$ cat config.mk
export PLATFORM = sky130hd
export DESIGN_NAME = lcd_vram_arbiter
export DESIGN_NICKNAME = d
export VERILOG_FILES = /design/src/rtl/lcd_vram_pkg.sv /design/src/rtl/lcd_vram_rsp_pipe.sv /design/src/rtl/lcd_vram_arbiter.sv
export SDC_FILE = /design/constraint.sdc
export NUM_CORES = 1
export LEC_CHECK = 0
export ABC_AREA = 1
export CELL_PAD_IN_SITES_DETAIL_PLACEMENT = 0
export CELL_PAD_IN_SITES_GLOBAL_PLACEMENT = 1
export CORE_ASPECT_RATIO = 1.2
export CORE_MARGIN = 3
export CORE_UTILIZATION = 45
export DETAILED_ROUTE_END_ITERATION = 12
export DONT_BUFFER_PORTS = 1
export PLACE_DENSITY_LB_ADDON = 0.12
export REMOVE_ABC_BUFFERS = 1
export SYNTH_ARGS = -nofsm -noshare
export SYNTH_HDL_FRONTEND = slang
export SYNTH_SLANG_ARGS = --single-unit
$ cat constraint.sdc
create_clock -name PixelClk -period 1.6 [get_ports PixelClk]
set_clock_uncertainty 0.15 [all_clocks]
set_input_delay 0.16 -clock PixelClk [delete_from_list [all_inputs] [get_ports PixelClk]]
set_output_delay 0.16 -clock PixelClk [all_outputs]
set_load 0.02 [all_outputs]
$ cat src/rtl/lcd_vram_pkg.sv
// Shared types and default widths for the LCD character-RAM arbiter.
//   owner_t : who owns the RAM op in flight (used as the response tag)
//   state_t : clear-engine FSM states
package lcd_vram_pkg;

  localparam int ADDR_W_DEF = 10;
  localparam int DATA_W_DEF = 8;
  localparam int DEPTH_DEF  = 1020;

  typedef enum logic [1:0] {OWN_NONE, OWN_DISP, OWN_CPU, OWN_CLR} owner_t;
  typedef enum logic       {ST_IDLE, ST_CLEAR} state_t;

endpackage

$ cat src/rtl/lcd_vram_rsp_pipe.sv
// Response pipe: a 2-stage owner tag follows each RAM op, and the read data
// is steered to the display or CPU output registers when the tag reaches the
// end of the pipe.
// Ports:
//   PixelClk, nRST          clock / async active-low reset
//   tag_in                  owner of the op granted this cycle (owner_t)
//   ram_rdata               RAM read data (valid two cycles after grant)
//   disp_valid, disp_data   display response (1-cycle pulse + data)
//   cpu_rvalid, cpu_rdata   CPU read response (1-cycle pulse + data)
module lcd_vram_rsp_pipe
  import lcd_vram_pkg::*;
#(
  parameter int DATA_W = DATA_W_DEF
) (
  input  logic              PixelClk,
  input  logic              nRST,
  input  logic [1:0]        tag_in,
  input  logic [DATA_W-1:0] ram_rdata,
  output logic              disp_valid,
  output logic [DATA_W-1:0] disp_data,
  output logic              cpu_rvalid,
  output logic [DATA_W-1:0] cpu_rdata
);

  // [0]: op on the RAM strobes, [1]: ram_rdata valid for this op
  owner_t tag_pipe [2];

  always_ff @(posedge PixelClk or negedge nRST) begin
    if (!nRST) begin
      tag_pipe[0] <= OWN_NONE;
      tag_pipe[1] <= OWN_NONE;
      disp_valid  <= 1'b0;
      disp_data   <= '0;
      cpu_rvalid  <= 1'b0;
      cpu_rdata   <= '0;
    end else begin
      tag_pipe[0] <= owner_t'(tag_in);
      tag_pipe[1] <= tag_pipe[0];
      disp_valid  <= (tag_pipe[1] == OWN_DISP);
      cpu_rvalid  <= (tag_pipe[1] == OWN_CPU);
      if (tag_pipe[1] == OWN_DISP) disp_data <= ram_rdata;
      if (tag_pipe[1] == OWN_CPU)  cpu_rdata <= ram_rdata;
    end
  end

endmodule

$ cat src/rtl/lcd_vram_arbiter.sv
// Single-port text BSRAM arbiter: LCD renderer > clear engine > CPU.
// One RAM op per cycle; display fetch latency is a fixed 3 cycles.
// Ports:
//   PixelClk, nRST                     clock / async active-low reset
//   disp_req/disp_addr                 renderer fetch (no backpressure)
//   disp_valid/disp_data               renderer response, request + 3 cycles
//   cpu_req/cpu_we/cpu_addr/cpu_wdata  CPU request, held until cpu_ready
//   cpu_ready                          combinational accept
//   cpu_rvalid/cpu_rdata               CPU read response, accept + 3 cycles
//   clr_start/clr_busy/clr_done        clear-screen sweep control/status
//   ram_ce/ram_we/ram_addr/ram_wdata   registered RAM strobes
//   ram_rdata                          RAM read data, 1 cycle after ram_ce
module lcd_vram_arbiter
  import lcd_vram_pkg::*;
#(
  parameter int                ADDR_W    = ADDR_W_DEF,
  parameter int                DATA_W    = DATA_W_DEF,
  parameter int                DEPTH     = DEPTH_DEF,
  parameter logic [DATA_W-1:0] FILL_CHAR = '0
) (
  input  logic              PixelClk,
  input  logic              nRST,
  input  logic              disp_req,
  input  logic [ADDR_W-1:0] disp_addr,
  output logic              disp_valid,
  output logic [DATA_W-1:0] disp_data,
  input  logic              cpu_req,
  input  logic              cpu_we,
  input  logic [ADDR_W-1:0] cpu_addr,
  input  logic [DATA_W-1:0] cpu_wdata,
  output logic              cpu_ready,
  output logic              cpu_rvalid,
  output logic [DATA_W-1:0] cpu_rdata,
  input  logic              clr_start,
  output logic              clr_busy,
  output logic              clr_done,
  output logic              ram_ce,
  output logic              ram_we,
  output logic [ADDR_W-1:0] ram_addr,
  output logic [DATA_W-1:0] ram_wdata,
  input  logic [DATA_W-1:0] ram_rdata
);

  localparam logic [ADDR_W-1:0] LAST = ADDR_W'(DEPTH - 1);

  state_t            state;
  logic [ADDR_W-1:0] cnt;
  logic              gnt_disp, gnt_clr, gnt_cpu;
  owner_t            tag_in;

  assign clr_busy = (state == ST_CLEAR);

  // Fixed priority; the CPU is locked out for the whole sweep. nRST gates the
  // accept so nothing is handshaken while the block is held in reset.
  assign gnt_disp  = disp_req;
  assign gnt_clr   = ~disp_req & clr_busy;
  assign cpu_ready = cpu_req & ~disp_req & ~clr_busy & nRST;
  assign gnt_cpu   = cpu_ready;

  // CPU writes and clear writes need no response routing.
  always_comb begin
    tag_in = OWN_NONE;
    if (gnt_disp)                tag_in = OWN_DISP;
    else if (gnt_clr)            tag_in = OWN_CLR;
    else if (gnt_cpu && !cpu_we) tag_in = OWN_CPU;
  end

  // Registered RAM strobes; address/data hold on idle cycles.
  always_ff @(posedge PixelClk or negedge nRST) begin
    if (!nRST) begin
      ram_ce    <= 1'b0;
      ram_we    <= 1'b0;
      ram_addr  <= '0;
      ram_wdata <= '0;
    end else begin
      ram_ce <= gnt_disp | gnt_clr | gnt_cpu;
      ram_we <= gnt_clr | (gnt_cpu & cpu_we);
      if (gnt_disp) begin
        ram_addr <= disp_addr;
      end else if (gnt_clr) begin
        ram_addr  <= cnt;
        ram_wdata <= FILL_CHAR;
      end else if (gnt_cpu) begin
        ram_addr  <= cpu_addr;
        ram_wdata <= cpu_wdata;
      end
    end
  end

  // Clear engine: advances only on slots the display leaves free.
  always_ff @(posedge PixelClk or negedge nRST) begin
    if (!nRST) begin
      state    <= ST_IDLE;
      cnt      <= '0;
      clr_done <= 1'b0;
    end else begin
      clr_done <= 1'b0;
      case (state)
        ST_IDLE: if (clr_start) state <= ST_CLEAR;
        ST_CLEAR: begin
          if (gnt_clr) begin
            if (cnt == LAST) begin
              cnt      <= '0;
              state    <= ST_IDLE;
              clr_done <= 1'b1;
            end else begin
              cnt <= cnt + 1'b1;
            end
          end
        end
        default: state <= ST_IDLE;
      endcase
    end
  end

  lcd_vram_rsp_pipe #(.DATA_W(DATA_W)) u_rsp (
    .PixelClk   (PixelClk),
    .nRST       (nRST),
    .tag_in     (tag_in),
    .ram_rdata  (ram_rdata),
    .disp_valid (disp_valid),
    .disp_data  (disp_data),
    .cpu_rvalid (cpu_rvalid),
    .cpu_rdata  (cpu_rdata)
  );

endmodule

Word level (Yosys, flattened, before mapping)
Cells that the tools add are included.
Word-level totals
  logic and storage cells: 49
  register bits after elaboration: 54
  input bits: 42
Operators by class
  add/subtract/negate cells: 1
  bitwise logic cells: 10
  multiplexer cells: 16
  equal/unequal tests: 3
  reduce and logical (&&, ||, !) cells: 6
Operators by type and width (number)
  $mux 10: 4
  $mux 8: 2
  $add 10x1->10 const B: 1
  $eq 10x10->1 const B: 1
  $mux 1: 6
  $mux 2: 3
  $and 1x1->1: 5
  $reduce_and 2->1: 2
  $or 1x1->1: 3
  $reduce_bool 3->1: 1
  $eq 2x1->1 const B: 1
  $eq 2x2->1 const B: 1
  $not 1->1: 2
  $pmux 1 s2: 1
  $reduce_bool 2->1: 1
  $logic_and 1x1->1: 1
  $logic_not 1->1: 1

Logic depth before layout (Yosys ltp)
  word-level depth: 8
  depth in mapped cells: 8

By module
A second synthesis with hierarchy kept.
Second synthesis, totals
  cell total of the unflattened synthesis: 288
  area total of the unflattened synthesis: 2454.9 µm²
Modules (own cells, without submodules)
  lcd_vram_arbiter: cells each 210, area an instance 1644.1 µm², sequential area each 800.8 µm², instances 1
  lcd_vram_rsp_pipe: cells each 78, area an instance 810.8 µm², sequential area each 550.5 µm², instances 1

Worst setup path after synthesis
Ideal clock, no wire load.
  path type: register to register
  start: reg state (netlist: clr_busy)
  end: reg ram_wdata[0]
  clock period less this slack: 1.394 ns
  library setup time: 0.065 ns
  path slack: 0.206 ns
  cell stages (with the launch flop): 7
  path buffers: 1
  arrival: 1.179 ns
  path through: dfrtp_1 -> nor2_4 -> inv_2 -> nor2_2 -> buf_4 -> nand2_1 -> nand2_1
Between the ends
  cells in the longest elaborated chain, start to end: 5
  elaborated cells on any way between the ends: 7
Ends and longest elaborated chain
  start, declared: line lcd_vram_arbiter.sv:46  | state_t state;
  start signal, assigned: line lcd_vram_arbiter.sv:93  | state <= ST_IDLE;
  start signal, assigned: line lcd_vram_arbiter.sv:99  | ST_IDLE: if (clr_start) state <= ST_CLEAR;
  start signal, assigned: line lcd_vram_arbiter.sv:104  | state <= ST_IDLE;
  $not 1->1
  $and 1x1->1 (2 in a row): line lcd_vram_arbiter.sv:57  | assign cpu_ready = cpu_req & ~disp_req & ~clr_busy & nRST;
  net cpu_ready: line lcd_vram_arbiter.sv:31  | output logic cpu_ready,
  $reduce_bool 2->1 (no line)
  $reduce_and 2->1 (no line)
  end signal, assigned: line lcd_vram_arbiter.sv:85  | ram_wdata <= cpu_wdata;
  end, declared: line lcd_vram_arbiter.sv:40  | output logic [DATA_W-1:0] ram_wdata,
The timed path passes the listed nets, and every way through them passes these cells.
A chain may end at the register's enable or synchronous reset.

Final worst setup path
  start: reg state (netlist: clr_busy)
  end: out cpu_ready
Between the ends
  cells in the longest elaborated chain, start to end: 3
Ends and longest elaborated chain (line)
  $not 1->1
  $and 1x1->1 (2 in a row): lcd_vram_arbiter.sv:57
  end, declared: lcd_vram_arbiter.sv:31
No other way between the ends.

==> results.yml <==
placed_design:
  post-place-ws_ns: 0.124
  place_hpwl_mm: 3.77
  place_area_sq_um: 2440
  gp_congestion: 0.827
  numPortBuffers: 0
clock_tree:
  cts_num_sinks: 54
  cts_buffers: 5
  ctsLongestPathBuffers: 2
  clk_pin_slew_ns: 0.09
  root_buffer: "clkbuf_8"
  cts_tree: "built"
  htreeDepth: 2
  clock_latency_ns: 0.30
power:
  p_switching_mw: 1.07
  ir_drop_mv: 0.694
  power_density_nw_per_um2: 1070
  swShare_pct: 33.6
  power_mw: 3.18
  p_clk_share_pct: 22.9
  power_leakage_nw: 1.51
  combPwrFrac_pct: 18.6
  pwr-share-seq_pct: 58.6
  p_int_mw: 2.11
global_routing:
  antenna_found_initial: 0
  grtUsageMet3_pct: 4.86
  grt_pass1_vias: 1988
  grt_usage_pct: 19.9
  grt_max_degree: 55
  grt.met2_usage_pct: 34.0
  grt_pass1_wl_mm: 9.63
  grt_busiest_layer: "met2"
  use_met1_pct: 24.4
  grt_overflow_total: 0
setup_path:
  end_kind: "primary output"
  required_ns: 1.29
  cp.depth: 5
  crit_path_start_kind: "flip-flop"
  worst_path_most_repeated_cell: "nor2_4"
  slowest_delay_ns: 0.43
  r2r-end: "cnt[2]"
  crit_family: "flip-flops"
  critical-path-slowest-cell: "dfrtp_2"
  r2r-start: "cnt[0]"
  crit_chain: "nor2_4 > inv_2 > nor2_4 > buf_6 > buf_12"
  r2r_slack_ns: 0.14
  crit_buf_inv: 3
  crit_arrival_ns: 1.22
  r2r_cells: 6
  worstSetupPathType: "reg2out"
  critPathMaxFanout: 2
min_path:
  holdPathEnd: "ram_addr[7]"
  whs_path_depth: 4
  hp-start: "disp_req"
  hold_class: "in2reg"
floorplanning:
  die_area_sq_um: 6160
  die_y_um: 85.4
  initial_core_util_pct: 47.2
  fp.coreArea_sq_um: 5010
  rows: 28
  ioPinCount: 83
  die_x_um: 72.2
synth:
  avgSynthCellArea_sq_um: 8.63
  synthCells: 274
  ys_seq_area_share_pct: 57.1
  synth_cell_type_count: 27
  synth_top_area_cell: "dfrtp_1"
  ys_ff_latch: 54
  yosysWarnings: 0
  ys_top_cells_by_area: "dfrtp_1 57%, nand2_1 14%, nand3_1 5.3%"
  netlist_area_sq_um: 2360
  yosys.area.top_type_share_pct: 57.1
route:
  ant_nets: 0
  drc: 0
  wl_mm: 5.78
  drtPass1Iterations: 4
  avgViaCountPerCell: 5.03
  vias: 1912
  routedWlPerCell_um: 15.2
  drt_iter0_markers: 78
timing:
  finalSetupViolCount: 0
  tightest_slew_ns: 0.465
  finalCriticalPeriod_ns: 1.53
  relSlewSlack_pct: 68.9
  setup_ws_ns: 0.0720
  clock.fmax_ghz: 0.654
  slew_violations: 0
  finalCritPeriodShare_pct: 95.5
  hold_viol: 0
cells_and_area:
  final_cell_area_sq_um: 2970
  nets: 363
  area_growth_pct: 25.8
  fillers: 453
  n_antenna_cell: 0
  layout-drive-gt1-share_pct: 9.69
  ff_latch_area_sq_um: 1350
  multi_input_area_sq_um: 870
job:
  cap_violations: 0
status:
  status: "completed"
## final cells by class
type,instances,share of cell area [%]
well taps,60,2.52
inverters,29,3.66
repair buffers,47,16.3
clock inverters,2,0.505
multi-input cells,183,29.2
flip-flops and latches,54,45.5
clock buffers,5,2.31
## stage by stage
stage | hold slack [ns] | instances | utilization [%] | setup TNS (ns)
after floorplan | -0.286 | 266 | - | -1.86
after global placement | -0.284 | 331 | 48.7 | 0
after detailed placement | -0.284 | 331 | 48.7 | 0
after CTS | 0.00349 | 379 | 58.8 | 0
after global routing | 0.0220 | 380 | 59.4 | -0.0498
final | 0.0172 | 380 | 59.4 | 0
## cells by family (layout without fill, tap and decap cells)
family | after synthesis | after routing | synth area share [%]
flops | 54 | 54 | 57.1
buf+inv | 37 | 83 | 6.83
fa+ha+maj | 1 | 1 | 0.529
compound gates | 34 | 34 | 8.47
xor+xnor | 2 | 2 | 0.741
simple gates | 146 | 146 | 26.3
## worst reg2reg max path: stages, from the launching register on
cell and delay, ns:
dfrtp_1 0.48, ha_4 0.20, nand2_1 0.05, nor2_1 0.10, nand3b_1 0.19, inv_1 0.12, nor2_1 0.05
## power by group through the flow
stage	logic (mW)	clock network, mW	registers [mW]
floorplan	0.365	0	1.81
global placement	0.439	0	1.87
detailed placement	0.447	0	1.88
CTS	0.559	0.758	1.85
global route	0.684	0.825	1.88
finish	0.590	0.727	1.86
## layer usage
layer	vias to the layer above	share of wire (%)	wire [um]
met4	0	1.3	74
met3	8	6.7	389
met2	62	51	2970
met1	879	40	2340
met5	-	0	0
li1	963	-	-
## cell usage in the layout (no fill, tap or decap)
| master | netlist | layout |
|---|---|---|
| nand2_2 | 2 | 2 |
| nand3b_1 | 1 | 1 |
| clkbuf_8 | 0 | 5 |
| nand3_1 | 25 | 25 |
| ha_4 | 0 | 1 |
| nand4_1 | 2 | 2 |
| a21oi_1 | 2 | 2 |
| o21bai_1 | 1 | 1 |
| buf_4 | 1 | 7 |
| inv_2 | 4 | 4 |
| dlygate4sd3_1 | 0 | 36 |
| o211ai_1 | 4 | 4 |
| nand2_4 | 1 | 1 |
| nand3_2 | 1 | 1 |
| a21boi_0 | 4 | 4 |
| buf_6 | 2 | 1 |
| o21a_1 | 1 | 1 |
| clkinvlp_4 | 0 | 2 |
| dlymetal6s4s_1 | 0 | 1 |
| buf_12 | 0 | 1 |
| nor2_2 | 3 | 2 |
| buf_16 | 0 | 1 |
| nand2_1 | 89 | 89 |
| nor2_1 | 21 | 21 |
| dfrtp_2 | 0 | 1 |
| o21ai_1 | 1 | 2 |
| xor2_1 | 2 | 2 |
| a31oi_1 | 4 | 4 |
| nor2_4 | 1 | 2 |
| inv_1 | 25 | 25 |
| o21ai_0 | 17 | 16 |
| dfrtp_1 | 54 | 53 |
## worst max path at each step
stage	start	to	slack [ns]
CTS	clr_busy	cpu_ready	0.03
global placement	cnt[0]	cnt[8]	0.18
global route	cnt[0]	clr_busy	-0.05
detailed placement	cnt[1]	cnt[8]	0.12
finish	clr_busy	cpu_ready	0.07
floorplan	clr_busy	ram_wdata[0]	-0.21
## timing repair
item                                    CTS  global route
gates cloned                              0             0
buffers inserted                          3             1
pin swaps                                 1             1
endpoints found under the setup margin    1             7
resized for setup                         2             5
hold endpoints to repair                 92             0
hold buffers                             38             0
## flip-flops by register name, summed over array words and instances, names as in the netlist, 4 cells and up
register and count:
cnt 10, ram_addr 10, ram_wdata 8, u_rsp.cpu_rdata 8
u_rsp.disp_data 8, u_rsp.tag_pipe 4
## Yosys cell counts (all sizes together)
master  number
o21bai       1
buf          6
o21a         1
ha           1
nor2        25
o211ai       4
nand3b       1
nand4        2
a21oi        2
a21boi       4
clkbuf       2
dfrtp       54
a31oi        4
nand2       92
inv         29
nand3       26
o21ai       18
xor2         2
Power figures use the tool's default switching activity.
